===== src/rtl/mem_lsu_stage.sv =====
// MEM/LSU pipeline stage: registers the EX bundle, waits out the data SRAM
// read latency for loads, holds load data across WB stalls and extracts the
// load result (LW/LB/LBU/LH/LHU) for write-back and forwarding.
// Ports: clk, resetn (async active-low), stall bus, flush, ex_* bundle in,
// data_sram_rdata in; stallreq_mem and wb_* bundle out (combinational).
module mem_lsu_stage #(
    parameter int RD_LAT  = 1,
    parameter int STALL_W = 6,
    parameter bit HILO_EN = 1'b1
) (
    input  logic               clk,
    input  logic               resetn,
    input  logic [STALL_W-1:0] stall,
    input  logic               flush,
    input  logic               ex_valid,
    input  logic               ex_mem_re,
    input  logic               ex_rf_we,
    input  logic               ex_hi_we,
    input  logic               ex_lo_we,
    input  logic [31:0]        ex_pc,
    input  logic [2:0]         ex_ld_type,
    input  logic [1:0]         ex_addr_lo,
    input  logic [4:0]         ex_rf_waddr,
    input  logic [31:0]        ex_result,
    input  logic [31:0]        ex_hi_wdata,
    input  logic [31:0]        ex_lo_wdata,
    input  logic [31:0]        data_sram_rdata,
    output logic               stallreq_mem,
    output logic               wb_valid,
    output logic               wb_rf_we,
    output logic               wb_hi_we,
    output logic               wb_lo_we,
    output logic [31:0]        wb_pc,
    output logic [4:0]         wb_rf_waddr,
    output logic [31:0]        wb_rf_wdata,
    output logic [31:0]        wb_hi_wdata,
    output logic [31:0]        wb_lo_wdata
);

    typedef enum logic [1:0] {
        S_READY = 2'd0,
        S_WAIT  = 2'd1,
        S_HELD  = 2'd2
    } state_t;

    localparam logic [2:0] LAST = 3'(RD_LAT - 1);

    state_t      state_q, state_d;
    logic [2:0]  cnt_q, cnt_d;
    logic [31:0] hold_q, hold_d;
    logic        cap, bub;

    logic        valid_q, mem_re_q, rf_we_q, hi_we_q, lo_we_q;
    logic [31:0] pc_q, result_q, hi_q, lo_q;
    logic [2:0]  ld_type_q;
    logic [1:0]  addr_lo_q;
    logic [4:0]  rf_waddr_q;

    logic        is_load, in_wait;
    logic [31:0] raw, shifted, ext;
    logic [15:0] half;
    logic        unused_ok;

    // Only the MEM (3) and WB (4) hold bits matter to this stage.
    assign unused_ok = &{1'b0, stall};

    assign is_load = valid_q & mem_re_q;
    assign in_wait = is_load && (state_q == S_WAIT);

    always_comb begin
        state_d = state_q;
        cnt_d   = cnt_q;
        hold_d  = hold_q;
        cap     = 1'b0;
        bub     = 1'b0;
        if (flush) begin
            bub = 1'b1;
        end else if (stall[3] && !stall[4]) begin
            bub = 1'b1;
        end else if (!stall[3]) begin
            cap    = 1'b1;
            cnt_d  = 3'd0;
            hold_d = 32'd0;
            if (ex_valid && ex_mem_re && (LAST != 3'd0))
                state_d = S_WAIT;
            else
                state_d = S_READY;
        end else if (is_load) begin
            unique case (state_q)
                S_WAIT: begin
                    cnt_d = 3'(cnt_q + 3'd1);
                    if (cnt_d == LAST)
                        state_d = S_READY;
                end
                S_READY: begin
                    // WB is stalled: the SRAM word may vanish, keep a copy.
                    if (stall[4]) begin
                        hold_d  = data_sram_rdata;
                        state_d = S_HELD;
                    end
                end
                default: ;
            endcase
        end
        if (bub) begin
            state_d = S_READY;
            cnt_d   = 3'd0;
            hold_d  = 32'd0;
        end
    end

    always_ff @(posedge clk or negedge resetn) begin
        if (!resetn) begin
            state_q    <= S_READY;
            cnt_q      <= 3'd0;
            hold_q     <= 32'd0;
            valid_q    <= 1'b0;
            mem_re_q   <= 1'b0;
            rf_we_q    <= 1'b0;
            hi_we_q    <= 1'b0;
            lo_we_q    <= 1'b0;
            pc_q       <= 32'd0;
            ld_type_q  <= 3'd0;
            addr_lo_q  <= 2'd0;
            rf_waddr_q <= 5'd0;
            result_q   <= 32'd0;
            hi_q       <= 32'd0;
            lo_q       <= 32'd0;
        end else begin
            state_q <= state_d;
            cnt_q   <= cnt_d;
            hold_q  <= hold_d;
            if (bub) begin
                valid_q    <= 1'b0;
                mem_re_q   <= 1'b0;
                rf_we_q    <= 1'b0;
                hi_we_q    <= 1'b0;
                lo_we_q    <= 1'b0;
                pc_q       <= 32'd0;
                ld_type_q  <= 3'd0;
                addr_lo_q  <= 2'd0;
                rf_waddr_q <= 5'd0;
                result_q   <= 32'd0;
                hi_q       <= 32'd0;
                lo_q       <= 32'd0;
            end else if (cap) begin
                valid_q    <= ex_valid;
                mem_re_q   <= ex_mem_re;
                rf_we_q    <= ex_rf_we;
                hi_we_q    <= ex_hi_we;
                lo_we_q    <= ex_lo_we;
                pc_q       <= ex_pc;
                ld_type_q  <= ex_ld_type;
                addr_lo_q  <= ex_addr_lo;
                rf_waddr_q <= ex_rf_waddr;
                result_q   <= ex_result;
                hi_q       <= ex_hi_wdata;
                lo_q       <= ex_lo_wdata;
            end
        end
    end

    assign raw     = (state_q == S_HELD) ? hold_q : data_sram_rdata;
    assign shifted = raw >> {addr_lo_q, 3'b000};
    assign half    = addr_lo_q[1] ? raw[31:16] : raw[15:0];

    always_comb begin
        ext = raw;
        unique case (ld_type_q)
            3'b001:  ext = {{24{shifted[7]}}, shifted[7:0]};
            3'b010:  ext = {24'd0, shifted[7:0]};
            3'b011:  ext = {{16{half[15]}}, half};
            3'b100:  ext = {16'd0, half};
            default: ext = raw;
        endcase
    end

    assign stallreq_mem = in_wait;
    assign wb_valid     = valid_q & ~in_wait;
    assign wb_rf_we     = rf_we_q & wb_valid;
    assign wb_hi_we     = HILO_EN & hi_we_q & wb_valid;
    assign wb_lo_we     = HILO_EN & lo_we_q & wb_valid;
    assign wb_pc        = pc_q;
    assign wb_rf_waddr  = rf_waddr_q;
    assign wb_rf_wdata  = is_load ? ext : result_q;
    assign wb_hi_wdata  = HILO_EN ? hi_q : 32'd0;
    assign wb_lo_wdata  = HILO_EN ? lo_q : 32'd0;

endmodule


===== config.mk =====
export PLATFORM = sky130hd
export DESIGN_NAME = mem_lsu_stage
export DESIGN_NICKNAME = d
export VERILOG_FILES = /design/src/rtl/mem_lsu_stage.sv
export SDC_FILE = /design/constraint.sdc
export NUM_CORES = 1
export LEC_CHECK = 0
export BUFFER_PORTS_ARGS = -buffer_cell sky130_fd_sc_hd__clkbuf_2
export CAP_MARGIN = 25
export CORE_ASPECT_RATIO = 1.75
export CORE_UTILIZATION = 49
export CTS_CLUSTER_SIZE = 8
export DETAILED_ROUTE_END_ITERATION = 16
export HOLD_SLACK_MARGIN = 0.05
export PLACE_DENSITY = 0.81
export SLEW_MARGIN = 40
export SYNTH_ARGS = -nofsm -noshare
export SYNTH_HDL_FRONTEND = slang
export SYNTH_SLANG_ARGS = --single-unit

===== constraint.sdc =====
create_clock -name clk -period 2.27 [get_ports clk]
set_input_delay 0.3405 -clock clk [delete_from_list [all_inputs] [get_ports clk]]
set_output_delay 0.3405 -clock clk [all_outputs]
set_load 0.1 [all_outputs]

* After elaboration in Yosys (flattened, before gate mapping) *
Cells that the tools add are included.

word-level totals
  bits in registers = 180
  input bits = 184
  output and inout port bits = 138
  word-level logic and storage cells = 101

operators by class
  $add $sub $neg = 1
  equal/unequal tests = 15
  shift-type cells = 1
  muxes and demuxes = 54
  bitwise operators = 6
  reduce and logical (&&, ||, !) cells = 9

operator list
  cell                                                                      count
  32-bit two-way mux                                                        17
  32-bit case mux with 4 select lines                                       1
  32-bit by 5-bit >> shifter with 8-bit output                              1
  3-bit two-way mux                                                         8
  2-bit two-way mux                                                         9
  16-bit two-way mux                                                        1
  1-bit two-way mux                                                         15
  3-bit by 1-bit inequality test with 1-bit output (second input constant)  4
  5-bit two-way mux                                                         2
  3-bit by 2-bit == test with 1-bit output (second input constant)          2
  6-bit AND reduction                                                       1
  1-bit AND                                                                 5
  5-bit AND reduction                                                       1
  4-bit by 1-bit inequality test with 1-bit output (second input constant)  1
  4-bit by 3-bit inequality test with 1-bit output (second input constant)  1
  4-bit inequality test (second input constant)                             1
  2-bit case mux with 2 select lines                                        1
  4-bit AND reduction                                                       1
  3-bit by 1-bit adder with 3-bit output (second input constant)            1
  3-bit by 1-bit == test with 1-bit output (second input constant)          1
  3-bit == test (second input constant)                                     1
  3-bit zero test                                                           1
  2-bit by 1-bit == test with 1-bit output (second input constant)          1
  2-bit == test (second input constant)                                     1
  other kinds (7)                                                           8

* Longest topological paths before layout *
Gate-level depths: netlist (run 1).

  depth in word-level cells = 9
  depth in mapped cells = 8
  depth with buffers taken out = 5

* Worst setup path before layout (run 1) *
Ideal clock, no wire load.

  path kind = flip-flop to output port
  start point = reg valid_q
  end point = out wb_rf_wdata[1]
  arrival = 3.320 ns
  data required time = 1.929 ns
  slack = -1.391 ns
  cell stages (with the launch flop) = 6
  buffers on the path = 2
  cell sequence = dfrtp_1 and2_1 clkbuf_1 clkbuf_1 nor2_1 a31oi_1

between the ends
  word-level cells in the longest chain between the ends = 2

ends and longest elaborated chain
  item                    RTL line  source
  from (decl)             53        logic valid_q, mem_re_q, rf_we_q, hi_we_q, lo_we_q;
  from (signal assigned)  147       valid_q <= ex_valid;
  1-bit AND               67        assign is_load = valid_q & mem_re_q;
  32-bit two-way mux      185       assign wb_rf_wdata = is_load ? ext : result_q;
  to (decl)               35        output logic [31:0] wb_rf_wdata,

No other way between the ends.

* Worst setup path in the final report (run 1) *
  start point = reg state_q[1]
  end point = out wb_rf_wdata[3]

between the ends
  word-level cells in the longest chain between the ends = 5
  elaborated cells on any way between the ends = 6
  classes of those cells = 1 x eq/ne; 1 x shift; 4 x mux

ends and longest elaborated chain
  item                                                                                RTL line  source
  from (decl)                                                                         48        state_t state_q, state_d;
  from (signal assigned)                                                              130       state_q <= state_d;
  2-bit == test *                                                                     163       assign raw = (state_q == S_HELD) ? hold_q : data_sram_rdata;
  32-bit two-way mux *                                                                163
  32-bit by 5-bit >> shifter with 8-bit output or 16-bit two-way mux (tied branches)  164, 165
  32-bit case mux with 4 select lines *                                               169       unique case (ld_type_q)
  32-bit two-way mux *                                                                185

Every way passes the cells marked *; elsewhere a longest branch is shown, timed or not.

==> results of run 1 <==
==> worst max-delay path, stage by stage, from the launching register on <==
cell and delay, ns:
dfrtp_2 0.46, buf_12 0.19, buf_4 0.14, mux4_2 0.55, nand2_2 0.11, o21ai_1 0.07, nand2_1 0.13, a31oi_4 0.11
buf_12 0.18
==> worst min path at each step <==
stage,end,from,slack (ns)
finish,result_q[7]$_DFFE_PN0P_,ex_result[7],0.13
global route,wb_pc[14]$_DFFE_PN0P_,ex_pc[14],0.11
CTS,result_q[7]$_DFFE_PN0P_,ex_result[7],0.11
detailed placement,hold_q[8]$_DFFE_PN0P_,resetn,0.32
global placement,hold_q[24]$_DFFE_PN0P_,resetn,0.33
floorplan,addr_lo_q[0]$_DFFE_PN0P_,resetn,0.04
==> power by group <==
group | internal (mW) | switching (mW)
Combinational | 0.618 | 1.52
Clock | 1.77 | 1.27
Sequential | 3.26 | 0.0946
Total | 5.64 | 2.89
==> routing by layer <==
| layer | track usage (%) | vias up | part of all wire [%] |
|---|---|---|---|
| li1 | - | 3211 | - |
| met1 | 38.3 | 3673 | 34 |
| met5 | 0 | - | 0 |
| met4 | 19.7 | 0 | 5.8 |
| met3 | 8.21 | 127 | 8.1 |
| met2 | 58.6 | 529 | 53 |
==> registers in the layout, summed over array words and instances, names as in the netlist, 2 cells and up <==
| signal | cells |
|---|---|
| wb_lo_wdata | 32 |
| wb_pc | 32 |
| wb_hi_wdata | 32 |
| ld_type_q | 3 |
| result_q | 32 |
| addr_lo_q | 2 |
| wb_rf_waddr | 5 |
| hold_q | 32 |
==> cell families after synthesis <==
| kind of cell | after synthesis |
|---|---|
| AOI/OAI and AO/OA | 257 |
| xor gates and xnor gates | 3 |
| buffers and inverters | 68 |
| DFF | 176 |
| muxes | 51 |
| other | 1 |
| and+or+nand+nor | 136 |
==> placed cells by master (no fill, tap or decap), drive strengths merged, types with 2 or more instances in the layout <==
master | netlist | final
dfrtp | 176 | 176
a211oi | 6 | 6
nor2 | 34 | 34
nand3 | 3 | 3
mux2i | 6 | 6
a21oi | 65 | 65
and2 | 4 | 4
buf | 31 | 88
clkbuf | 35 | 302
nand2 | 86 | 86
a311oi | 2 | 2
a32oi | 7 | 7
inv | 2 | 4
mux4 | 11 | 11
nand2b | 5 | 5
xnor2 | 2 | 2
a31oi | 8 | 8
o21ai | 20 | 20
clkinv | 0 | 6
a22o | 142 | 142
or2 | 2 | 2
mux2 | 34 | 34
bufinv | 0 | 3
==> Yosys cell counts, types with 7 or more instances <==
cell type | n | share of area (%)
nand2_1 | 86 | 4.0
o21ai_1 | 8 | 0.49
clkbuf_1 | 35 | 1.6
o21ai_0 | 12 | 0.74
a31oi_1 | 8 | 0.62
buf_2 | 14 | 0.87
buf_4 | 7 | 0.65
a21oi_4 | 10 | 2.0
a21oi_1 | 55 | 3.4
mux2_2 | 32 | 4.5
a22o_1 | 142 | 15
dfrtp_1 | 176 | 54
a32oi_1 | 7 | 0.76
nor2_1 | 32 | 1.5
==> layout make-up <==
class                           instances  area [um^2]  share of cell area, %
Clock buffer                           19          443                   3.72
Clock inverter                         12          160                   1.35
Inverter                                2         7.51                 0.0631
Multi-Input combinational cell        448         3940                   33.1
Sequential cell                       176         4420                   37.1
Tap cell                              189          236                   1.99
Timing Repair Buffer                  373         2700                   22.7
==> what timing repair did <==
item                                    CTS  global route
endpoints found under the setup margin   32            32
hold buffers                              1             0
buffers inserted                         12             6
resized for setup                        53            21
pin swaps                                 9             4
cloned                                    2             0
endpoints found under the hold margin    43             0
==> per-stage QoR <==
| step | setup TNS, ns | util (%) | area [um^2] |
|---|---|---|---|
| after floorplan | -0.554 | - | 8390 |
| after global placement | 0 | 67.2 | 10800 |
| after detailed placement | 0 | 67.2 | 10800 |
| after CTS | -9.70 | 73.4 | 11800 |
| after global routing | -13.33 | 74.3 | 11900 |
| final | -11.42 | 74.3 | 11900 |
==> reports/results.ini, run 1 <==
[logic_synthesis]
syn_inst = 692
synth-edff-count = 0
synth_ff_type = dfrtp_1
syn-num-nets = 876
synth.avg_cell_area_um2 = 11.7
synth_compound_area_share_pct = 25.3
synthMuxAreaShare_pct = 8.77
async_reset_ff_share_pct = 100
synth_xor_area_share_pct = 0.418
synth_area_mm2 = 0.00809
yosys_warnings = 0
synth-simple-area-share_pct = 6.87
synth_cell_types = 44
ys_seq_elements = 176
synthAdderAreaFrac_pct = 0
ys_seq_area_share_pct = 54.4
synth_top_family_by_area = compound AO/OA/AOI/OAI gates

[cts]
htreeDepth = 4
cts_tree = built
clk_path_buf_depth = 2
clkSinkCount = 176
numCtsBuffers = 17
clkSlewWorstSetupHoldPaths_ns = 0.07
clk_latency_ns = 0.43
cts-root-buf = clkbuf_16

[sta]
rsz0062_at_grt = yes
holdWs_ns = 0.127
setup_viol = 32
max-slew-margin-rel_pct = 50.9
max_freq_mhz = 369
period_share_pct = 120
worst_clock_skew_ns = 0.0127
tightestPinTransition_ns = 0.736
finalHoldViolations = 0
worst_slack_ns = -0.443
period_needed_ns = 2.71
drv_slew = 0

[detailed_routing]
ant_nets = 0
wl_per_cell_um = 23.7
vias_per_cell = 6.19
routed_wl_um = 28900
drtIter0Drc = 534
route.detailed.drc = 0
vias = 7540
drt_pass1_iterations = 4

[critical_path]
critPathLaunch = state_q[1]$_DFFE_PN0P_
startpoint_type = flop
r2r_slack_ns = 0.09
path_max_fanout = 14
arrival_ns = 2.37
rr_startpoint = state_q[1]$_DFFE_PN0P_
r2r_end = hold_q[10]$_DFFE_PN0P_
crit_type = reg -> out
cp-end-kind = output pin
required_ns = 1.93
reg2regPathDepth = 6
crit_end = wb_rf_wdata[3]

[global_route]
grt_pass1_vias = 7597
grt_util_all_layers_pct = 34.0
grt_max_degree = 130
antenna_found_initial = 0
gr-total-overflow = 0
grt_pass1_wl_um = 43000

[power_and_ir_drop]
irDropWorstVdd_mv = 0.573
power.density_mw_per_mm2 = 717
p_leak_nw = 5.72
p_total_mw = 8.53

[worst_hold_path]
whs_path_depth = 2
hold_path_class = in -> reg

[status]
status = finished with violations
violations = negative setup slack

[place]
dp_hpwl_um = 18900
place_inst = 1167
place_congestion = 0.919
pre_cts_ws_ns = 0.00594
port_buffers = 316

[layout]
stdcell_count = 1219
insertedDiodeCount = 0
drive_above_1_share_pct = 51.5
synthToLayoutAreaGrowth_pct = 47.1
num-fill-cells = 991
nets = 1202

[floorplanning]
rows = 61
ios = 322
start_util_pct = 50.5
dieArea_mm2 = 0.0170
die_width_um = 99.1
die_h_um = 172
core_mm2 = 0.0160

[job]
drv_cap = 0

Power figures use the tool's default switching activity.
==> run 2, diff against run 1 <==
Settings changed: TNS_END_PERCENT set to 1.
==> run 2 against run 1 <==
Compared with the run above: largest cell class unchanged; worst setup slack better by 0.090 ns; utilization down 2.2 points; highest routed layer unchanged; the run still ends with negative setup slack left; design area down 3.0%; largest power group unchanged.
==> reports/results.ini, run 2 (synthesis results as in run 1) <==
[status]
status = finished with violations  ; unchanged
violations = negative setup slack  ; unchanged

[critical_path]
path_buf_inv = 2  ; was 3
cp-end-kind = output pin  ; unchanged
path_max_fanout = 22  ; was 14
crit_path_frequent_cell = buf_12  ; unchanged
required_ns = 1.93  ; about the same
critPathSlowestCell = mux4_1  ; was mux4_2
startpoint_type = flop  ; unchanged
crit_type = reg -> out  ; unchanged
arrival_ns = 2.28  ; was 2.37 ns
max_stage_delay_ns = 0.56  ; was 0.55 ns
crit_family = multiplexers  ; unchanged
worstPathCellList = buf_12 -> mux4_1 -> mux2_2 -> nand2_1 -> a31oi_4 -> buf_12  ; was buf_12 -> buf_4 -> mux4_2 -> nand2_2 -> o21ai_1 -> nand2_1 -> a31oi_4 -> buf_12

[sta]
worst_slack_ns = -0.353  ; was -0.443 ns
worst_clock_skew_ns = 0.0103  ; was 0.0127 ns
max_freq_mhz = 381  ; was 369 MHz
tightestPinTransition_ns = 0.721  ; was 0.736 ns
holdWs_ns = 0.131  ; was 0.127 ns
rsz0062_at_grt = yes  ; unchanged
finalHoldViolations = 0  ; unchanged
max-slew-margin-rel_pct = 51.9  ; was 50.9%
period_needed_ns = 2.62  ; was 2.71 ns
drv_slew = 0  ; unchanged
period_share_pct = 116  ; was 120%
setup_viol = 32  ; unchanged

[layout]
drive_above_1_share_pct = 48.1  ; was 51.5%
mostFrequentLayoutCells = 283 x clkbuf_2, 171 x dfrtp_1, 142 x a22o_1  ; was 283 x clkbuf_2, 169 x dfrtp_1, 142 x a22o_1
num-fill-cells = 1073  ; was 991
synthToLayoutAreaGrowth_pct = 42.7  ; was 47.1%
layout_commonest_cell = clkbuf_2  ; unchanged
stdcell_area_mm2 = 0.0115  ; was 0.0119 mm^2
nets = 1183  ; was 1202
insertedDiodeCount = 0  ; unchanged

[place]
port_buffers = 316  ; unchanged
place_congestion = 0.905  ; was 0.919
dp_hpwl_um = 17400  ; was 18900 um
place_area_mm2 = 0.0108  ; about the same

[global_route]
grt_max_degree = 115  ; was 130
grt_util_all_layers_pct = 29.0  ; was 34.0%
gr-total-overflow = 0  ; unchanged
grt_use_met1_pct = 34.5  ; was 38.3%
antenna_found_initial = 0  ; unchanged
grt_pass1_wl_um = 37700  ; was 43000 um
grt_pass1_vias = 7055  ; was 7597
grt_use_met2_pct = 49.8  ; was 58.6%
met3_usage_pct = 6.06  ; was 8.21%
grt-busiest-layer = met2  ; unchanged

[detailed_routing]
routed_wl_um = 24400  ; was 28900 um
vias = 7062  ; was 7540
drtIter0Drc = 364  ; was 534
route.detailed.drc = 0  ; unchanged
wl_per_cell_um = 20.3  ; was 23.7 um
ant_nets = 0  ; unchanged
vias_per_cell = 5.89  ; was 6.19
drt_pass1_iterations = 4  ; unchanged

[floorplanning]
core_mm2 = 0.0160  ; unchanged
die_h_um = 172  ; unchanged
dieArea_mm2 = 0.0170  ; unchanged
die_width_um = 99.1  ; unchanged
rows = 61  ; unchanged
start_util_pct = 50.5  ; unchanged
ios = 322  ; unchanged

[power_and_ir_drop]
power.density_mw_per_mm2 = 728  ; was 717 mW/mm^2
irDropWorstVdd_mv = 0.593  ; was 0.573 mV
p_leak_nw = 5.54  ; was 5.72 nW

[cts]
clk_latency_ns = 0.42  ; was 0.43 ns
numCtsBuffers = 17  ; unchanged
htreeDepth = 4  ; unchanged
cts_tree = built  ; unchanged
clk_path_buf_depth = 2  ; unchanged
clkSlewWorstSetupHoldPaths_ns = 0.07  ; about the same
clkSinkCount = 176  ; unchanged
cts-root-buf = clkbuf_16  ; unchanged

[job]
drv_cap = 0  ; unchanged

[worst_hold_path]
hold_path_class = in -> reg  ; unchanged

[run 2: worst reg2reg max path: cells and delay by family, from the launching register on]
family | cells | cell delay [ns]
AO/OA/AOI/OAI | 1 | 0.20
flip-flops | 1 | 0.51
AND/OR/NAND/NOR | 3 | 0.58
buffers and inverters | 1 | 0.34
[run 2: final timing paths]
| path | startpoint | endpoint | slack, ns | depth (start not counted) |
|---|---|---|---|---|
| max in group asynchronous | resetn | result_q[23]$_DFFE_PN0P_ | 1.16 | 3 |
| min | ex_pc[30] | wb_pc[30]$_DFFE_PN0P_ | 0.13 | 2 |
| min reg2reg | wb_lo_wdata[27]$_DFFE_PN0P_ | wb_lo_wdata[27]$_DFFE_PN0P_ | 0.50 | 1 |
| max reg2reg | valid_q$_DFFE_PN0P_ | hold_q[15]$_DFFE_PN0P_ | 0.56 | 5 |
| min in group asynchronous | resetn | wb_rf_waddr[0]$_DFFE_PN0P_ | 0.45 | 2 |
| max | state_q[1]$_DFFE_PN0P_ | wb_rf_wdata[0] | -0.35 | 6 |
[run 2: timing repair]
action | 4_1_cts | 5_1_grt
cloned | 0 | 0
buffers inserted | 1 | 0
setup endpoints to repair | 32 | 32
gates resized for setup | 21 | 8
endpoints found under the hold margin | 53 | 0
pin swaps | 7 | 1
hold buffers | 1 | 0
[run 2: through the flow]
stage                     worst slack [ns]  utilization (%)  power (mW)  std cells  setup TNS (ns)
after CTS                           -0.380             71.9        8.44       1200          -10.55
after floorplan                     -0.216                -        4.73        692           -2.55
after detailed placement           -0.0131             67.3        5.39       1167         -0.0131
after global routing                -0.426             72.0        8.66       1200          -12.26
after global placement              0.0436             67.3        5.36       1167               0
final                               -0.353             72.0        8.40       1200           -9.93
[run 2: layout make-up]
class	count	area [um^2]	share of cell area, %
Multi-Input combinational cell	448	3750	32.5
Inverter	2	7.51	0.0650
Clock inverter	9	134	1.16
Tap cell	189	236	2.05
Sequential cell	176	4410	38.2
Clock buffer	22	474	4.11
Timing Repair Buffer	354	2520	21.9
[run 2: report_power, final]
part / leakage (nW) / switching [mW] / internal [mW]
logic: 2.89 / 1.46 / 0.584
clock network: 0.284 / 1.20 / 1.81
registers: 2.37 / 0.0817 / 3.26
total: 5.54 / 2.74 / 5.66
[run 2: routing by layer]
| layer | share of wire, % | up-vias |
|---|---|---|
| met2 | 53 | 354 |
| met5 | 0 | - |
| met1 | 37 | 3460 |
| li1 | - | 3181 |
| met3 | 6.1 | 67 |
| met4 | 4.3 | 0 |
